**src/rtl/inst_loader_if.sv**
```systemverilog
// Instruction word stream into the loader.
// Source drives valid/data/last, the loader answers with ready.
interface inst_loader_if;
   logic        in_valid;
   logic [31:0] in_data;
   logic        in_last;
   logic        in_ready;

   modport master (
      output in_valid,
      output in_data,
      output in_last,
      input  in_ready
   );

   modport slave (
      input  in_valid,
      input  in_data,
      input  in_last,
      output in_ready
   );
endinterface

```
**src/rtl/inst_loader.sv**
```systemverilog
// Packs streamed words into pairs and writes them to instruction memory
// while holding the core halted.
module inst_loader #(
   parameter logic [8:0] BASE_ADDR = 9'd0,
   parameter logic [8:0] MAX_ADDR  = 9'd511
) (
   input  logic                clk,
   input  logic                rst,
   input  logic                start,
   inst_loader_if.slave        link,
   output logic                enable_load_ex_mem,
   output logic [8:0]          InstExMemAddress,
   output logic [31:0]         InstExMemData1,
   output logic [31:0]         InstExMemData2,
   output logic                cpu_halt,
   output logic                load_done,
   output logic                overflow,
   output logic [9:0]          pairs_written
);

   typedef enum logic [2:0] {
      IDLE,
      LO,
      HI,
      WRITE,
      DONE,
      ERR
   } state_t;

   state_t state;
   state_t state_nx;
   logic   last_seen;
   logic   at_max;

   assign at_max = (InstExMemAddress >= MAX_ADDR);

   always_ff @(posedge clk) begin
      if (rst) state <= IDLE;
      else     state <= state_nx;
   end

   always_comb begin
      state_nx           = state;
      link.in_ready      = 1'b0;
      enable_load_ex_mem = 1'b0;
      cpu_halt           = 1'b1;
      load_done          = 1'b0;
      overflow           = 1'b0;
      unique case (state)
         IDLE: begin
            cpu_halt = 1'b0;
            if (start) state_nx = LO;
         end
         LO: begin
            link.in_ready = 1'b1;
            if (link.in_valid)
               state_nx = link.in_last ? WRITE : HI;
         end
         HI: begin
            link.in_ready = 1'b1;
            if (link.in_valid) state_nx = WRITE;
         end
         WRITE: begin
            enable_load_ex_mem = 1'b1;
            if (last_seen)   state_nx = DONE;
            else if (at_max) state_nx = ERR;
            else             state_nx = LO;
         end
         DONE: begin
            load_done = 1'b1;
            state_nx  = IDLE;
         end
         ERR: begin
            overflow = 1'b1;
            if (start) state_nx = LO;
         end
         default: state_nx = IDLE;
      endcase
   end

   // Address and data stay frozen through WRITE; they move only on accept.
   always_ff @(posedge clk) begin
      if (rst) begin
         InstExMemAddress <= BASE_ADDR;
         InstExMemData1   <= 32'h0;
         InstExMemData2   <= 32'h0;
         pairs_written    <= 10'd0;
         last_seen        <= 1'b0;
      end else begin
         unique case (state)
            IDLE, ERR: begin
               if (start) begin
                  InstExMemAddress <= BASE_ADDR;
                  pairs_written    <= 10'd0;
                  last_seen        <= 1'b0;
               end
            end
            LO: begin
               if (link.in_valid) begin
                  InstExMemData1 <= link.in_data;
                  last_seen      <= link.in_last;
                  if (link.in_last) InstExMemData2 <= 32'h0;
               end
            end
            HI: begin
               if (link.in_valid) begin
                  InstExMemData2 <= link.in_data;
                  last_seen      <= link.in_last;
               end
            end
            WRITE: begin
               pairs_written <= pairs_written + 10'd1;
               if (!last_seen && !at_max)
                  InstExMemAddress <= InstExMemAddress + 9'd1;
            end
            default: ;
         endcase
      end
   end

endmodule

```
**src/flat_wrapper.sv**
```systemverilog
// flat-port wrapper written by rule: the top's interface ports become plain ports
module inst_loader_flat 
#(
   parameter logic [8:0] BASE_ADDR = 9'd0,
   parameter logic [8:0] MAX_ADDR  = 9'd511
)
  (clk, rst, start, enable_load_ex_mem, InstExMemAddress, InstExMemData1, InstExMemData2, cpu_halt, load_done, overflow, pairs_written, link_in_valid, link_in_data, link_in_last, link_in_ready);
  inst_loader_if link_i ();
  input  logic clk;
  input  logic rst;
  input  logic start;
  output logic enable_load_ex_mem;
  output logic [8:0] InstExMemAddress;
  output logic [31:0] InstExMemData1;
  output logic [31:0] InstExMemData2;
  output logic cpu_halt;
  output logic load_done;
  output logic overflow;
  output logic [9:0] pairs_written;
  input wire logic [$bits(link_i.in_valid)-1:0] link_in_valid;
  input wire logic [$bits(link_i.in_data)-1:0] link_in_data;
  input wire logic [$bits(link_i.in_last)-1:0] link_in_last;
  output wire logic [$bits(link_i.in_ready)-1:0] link_in_ready;
  assign link_i.in_valid = link_in_valid;
  assign link_i.in_data = link_in_data;
  assign link_i.in_last = link_in_last;
  assign link_in_ready = link_i.in_ready;
  inst_loader #(.BASE_ADDR(BASE_ADDR), .MAX_ADDR(MAX_ADDR)) u_core (.clk(clk), .rst(rst), .start(start), .link(link_i), .enable_load_ex_mem(enable_load_ex_mem), .InstExMemAddress(InstExMemAddress), .InstExMemData1(InstExMemData1), .InstExMemData2(InstExMemData2), .cpu_halt(cpu_halt), .load_done(load_done), .overflow(overflow), .pairs_written(pairs_written));
endmodule
```
**config.mk**
```make
export PLATFORM = sky130hd
export DESIGN_NAME = inst_loader_flat
export DESIGN_NICKNAME = d
export VERILOG_FILES = /design/src/rtl/inst_loader_if.sv /design/src/rtl/inst_loader.sv /design/src/flat_wrapper.sv
export SDC_FILE = /design/constraint.sdc
export NUM_CORES = 1
export LEC_CHECK = 0
export CAP_MARGIN = 20
export CORE_ASPECT_RATIO = 0.7
export CORE_UTILIZATION = 41
export DETAILED_ROUTE_END_ITERATION = 10
export GPL_ROUTABILITY_DRIVEN = 0
export PLACE_DENSITY_LB_ADDON = 0.1
export SLEW_MARGIN = 20
export SYNTH_ARGS = -nofsm -noshare
export SYNTH_HDL_FRONTEND = slang
export SYNTH_SLANG_ARGS = --single-unit
```
**constraint.sdc**
```tcl
create_clock -name clk -period 2.1 [get_ports clk]
set_input_delay 0.42 -clock clk [delete_from_list [all_inputs] [get_ports clk]]
set_output_delay 0.42 -clock clk [all_outputs]
set_load 0.005 [all_outputs]
```
==> results of run 1 <==
layer usage:
layer | wire length [µm] | GRT usage (%)
met2 | 4310 | 32.6
met3 | 888 | 7.32
met1 | 5080 | 33.1
met4 | 152 | 7.14
met5 | 0 | 0
registers in the layout, indices dropped and copies added (netlist names):
register                 flops
u_core.InstExMemData1       32
u_core.InstExMemData2       32
u_core.pairs_written        10
u_core.InstExMemAddress      9
u_core.state                 3
u_core.last_seen             1
how the worst max path moves through the flow:
stage	from	endpoint	slack [ns]
6_report	u_core.state[2]	load_done	0.08
4_1_cts	u_core.state[2]	load_done	0.02
3_3_place_gp	u_core.InstExMemAddress[0]	u_core.InstExMemAddress[1]	0.07
5_1_grt	u_core.InstExMemAddress[0]	u_core.InstExMemAddress[3]	-0.006
3_5_place_dp	u_core.InstExMemAddress[0]	u_core.InstExMemAddress[1]	0.001
2_1_floorplan	u_core.InstExMemAddress[0]	u_core.InstExMemAddress[1]	0.03
logic make-up after synthesis:
family,count (synthesis),share of synthesized area [%]
buffers and inverters,34,4.24
flip-flops,87,48.4
AND/OR/NAND/NOR,206,27.2
AO/OA/AOI/OAI,112,17.8
multiplexers,1,0.313
adder cells (fa/ha/maj),3,1.04
XOR/XNOR,4,0.974
stage by stage:
| step | cell area [µm²] | power, µW |
|---|---|---|
| CTS | 5400 | 4130 |
| global placement | 5070 | 2530 |
| finish | 5420 | 4110 |
| floorplan | 3620 | 2160 |
| detailed placement | 5070 | 2540 |
| global route | 5420 | 4290 |
where the power goes:
part	switching, µW	internal (µW)	total (µW)
Clock	662	928	1590
Combinational	395	352	747
Sequential	53.2	1720	1770
cell usage in the layout (no fill, tap or decap), drive strengths merged, types with 2 or more instances in the layout:
cell type / n
nand3b: 3
buf: 26
or3b: 2
nor2: 18
or4b: 2
o211ai: 4
inv: 4
clkbuf: 10
a21o: 3
nand3: 39
a211oi: 5
a21oi: 77
or3: 6
clkdlybuf4s50: 121
a311oi: 2
nor3: 7
ha: 3
dfxtp: 87
o31ai: 4
nand4: 3
xnor2: 3
nor4: 2
a31oi: 6
nor2b: 4
nand2: 105
nand2b: 7
nor3b: 2
o21ai: 8
clkinvlp: 3
critical path, stage by stage, from the launching register on:
cell	delay (ns)
dfxtp_2	0.43
inv_2	0.10
nor3_1	0.20
clkdlybuf4s50_1	0.53
layout make-up:
cell class / instances / area (µm²)
Clock buffer: 10 / 229
Tap cell: 120 / 150
Inverter: 3 / 11.3
Sequential cell: 87 / 1750
Multi-Input combinational cell: 326 / 1750
Timing Repair Buffer: 149 / 1460
Fill cell: 748 / 3060
Clock inverter: 6 / 70.1
timing repair:
item | in CTS | in global routing
pin swaps | 0 | 3
gates resized for setup | 7 | 6
setup endpoints to repair | 6 | 7
buffers inserted | 3 | 1
==> run metrics, run 1 <==
run status=complete, no violations; routed wire length per instance=14.9 µm; Final Non-Filler Cells=roughly 700; final core occ=64.0%; reg-to-reg startpoint=u_core.InstExMemAddress[0]; RSZ-0062 raised after global routing=yes; final WL=roughly 10 mm; Hold Path Sink=u_core.InstExMemAddress[0]; Core Rows=28; Slew headroom=roughly 65%; # IOs=between 100 and 150; Worst Clk Skew=around 0.0033 ns; post-place setup slack=~0.0015 ns; CTS buffer count=9; CP max FO=8; worst-case reg-to-reg path depth=9; vias=roughly 3700; kind of end point of the critical path=output port; Die W=114 µm; antenna diode count=0; initial antenna violation count=0; GR Overflow Total=0; syn nets=~490; setup total negative slack=0 ns; hold_sp=rst; leading area contributor after synthesis=dfxtp_1; CTS tree=built; latest clock arrival within the worst-skew pair=0.33 ns; area delta synth->final=50.7%; hold path depth=2; H-tree depth=3; worst-margin pin slew=0.523 ns; Sink Count=slightly below 90; worst reg-to-reg setup slack=~0.090 ns; post-synthesis async set-or-reset flop share=0%; Final Hold Fails=0; Peak Freq=approximately 500 MHz; GRT Util Overall=roughly 23%; Arr. time, crit path=between 1.5 and 2 ns; dominant cell by count in the synthesized netlist=nand2_1; r2r endpoint=u_core.InstExMemAddress[8]; final worst slack=around 0.08 ns; final slew viol count=0; area of the mapped netlist=about 0.0036 mm²; Syn Inst Count=approximately 450; via count of the first global-routing pass=between 3000 and 4000; Die H=80.4 µm; Clock transition at path regs=about 0.060 ns; initial drt markers=~240; Detail Route Antenna Nets=0; die area=a little over 0.009 mm²; WHS=0.342 ns; Cell Pwr Density=758 mW/mm²; Leakage=0.00185 µW; min Tclk post-route=between 2 and 2.5 ns; Post-synth top flop=dfxtp_1; VDD IR max=roughly 470 µV; CORE AREA=between 0.008 and 0.009 mm²; Yosys top cell area share=between 40% and 50%; Post-synth EDFFs=0; global-route wire length before repair=~16 mm; Port Buffers=around 120; CTS root buf=clkbuf_16; Post-CTS Hold Fix Bufs=0; Post-synth top cells=nand2_1 (105), dfxtp_1 (87), a21oi_1 (75); Pre-Repair DR Iteration Count=5; Data required, critical path=around 1.7 ns; largest net degree at the start of global routing=49; placed cells=681; Distinct cells, synth=between 40 and 50; effective utilization at floorplan=42.4%; Max Root-Sink Buffers=2; Synth Area per Inst=8.05 µm²; final setup vio count=0; Hold Crit Class=primary input to flop; sequential share of the synthesized area=roughly 48%; Worst Path Class, Setup=flop to output port; Yosys warnings=0; DRC Markers=0; Via density=about 5.2; synth top area cells=dfxtp_1 (48%), nand2_1 (11%), a21oi_1 (10%); Synth Register Bits=87; Worst Setup Start Kind=flop; Final #Nets=just over 600; MaxCap Viol Count=0; DP HPWL=7.08 mm; share of cells above drive strength 1=11.4%; ratio of final minimum period to clock period=a little under 100%
(Power assumes the default switching activity.)
==> inputs of run 2 (changes only) <==
CTS_CLUSTER_SIZE = 8   (was default)
==> results of run 2 <==
No change in the layout: final DEF, timing and power equal those of run 1.
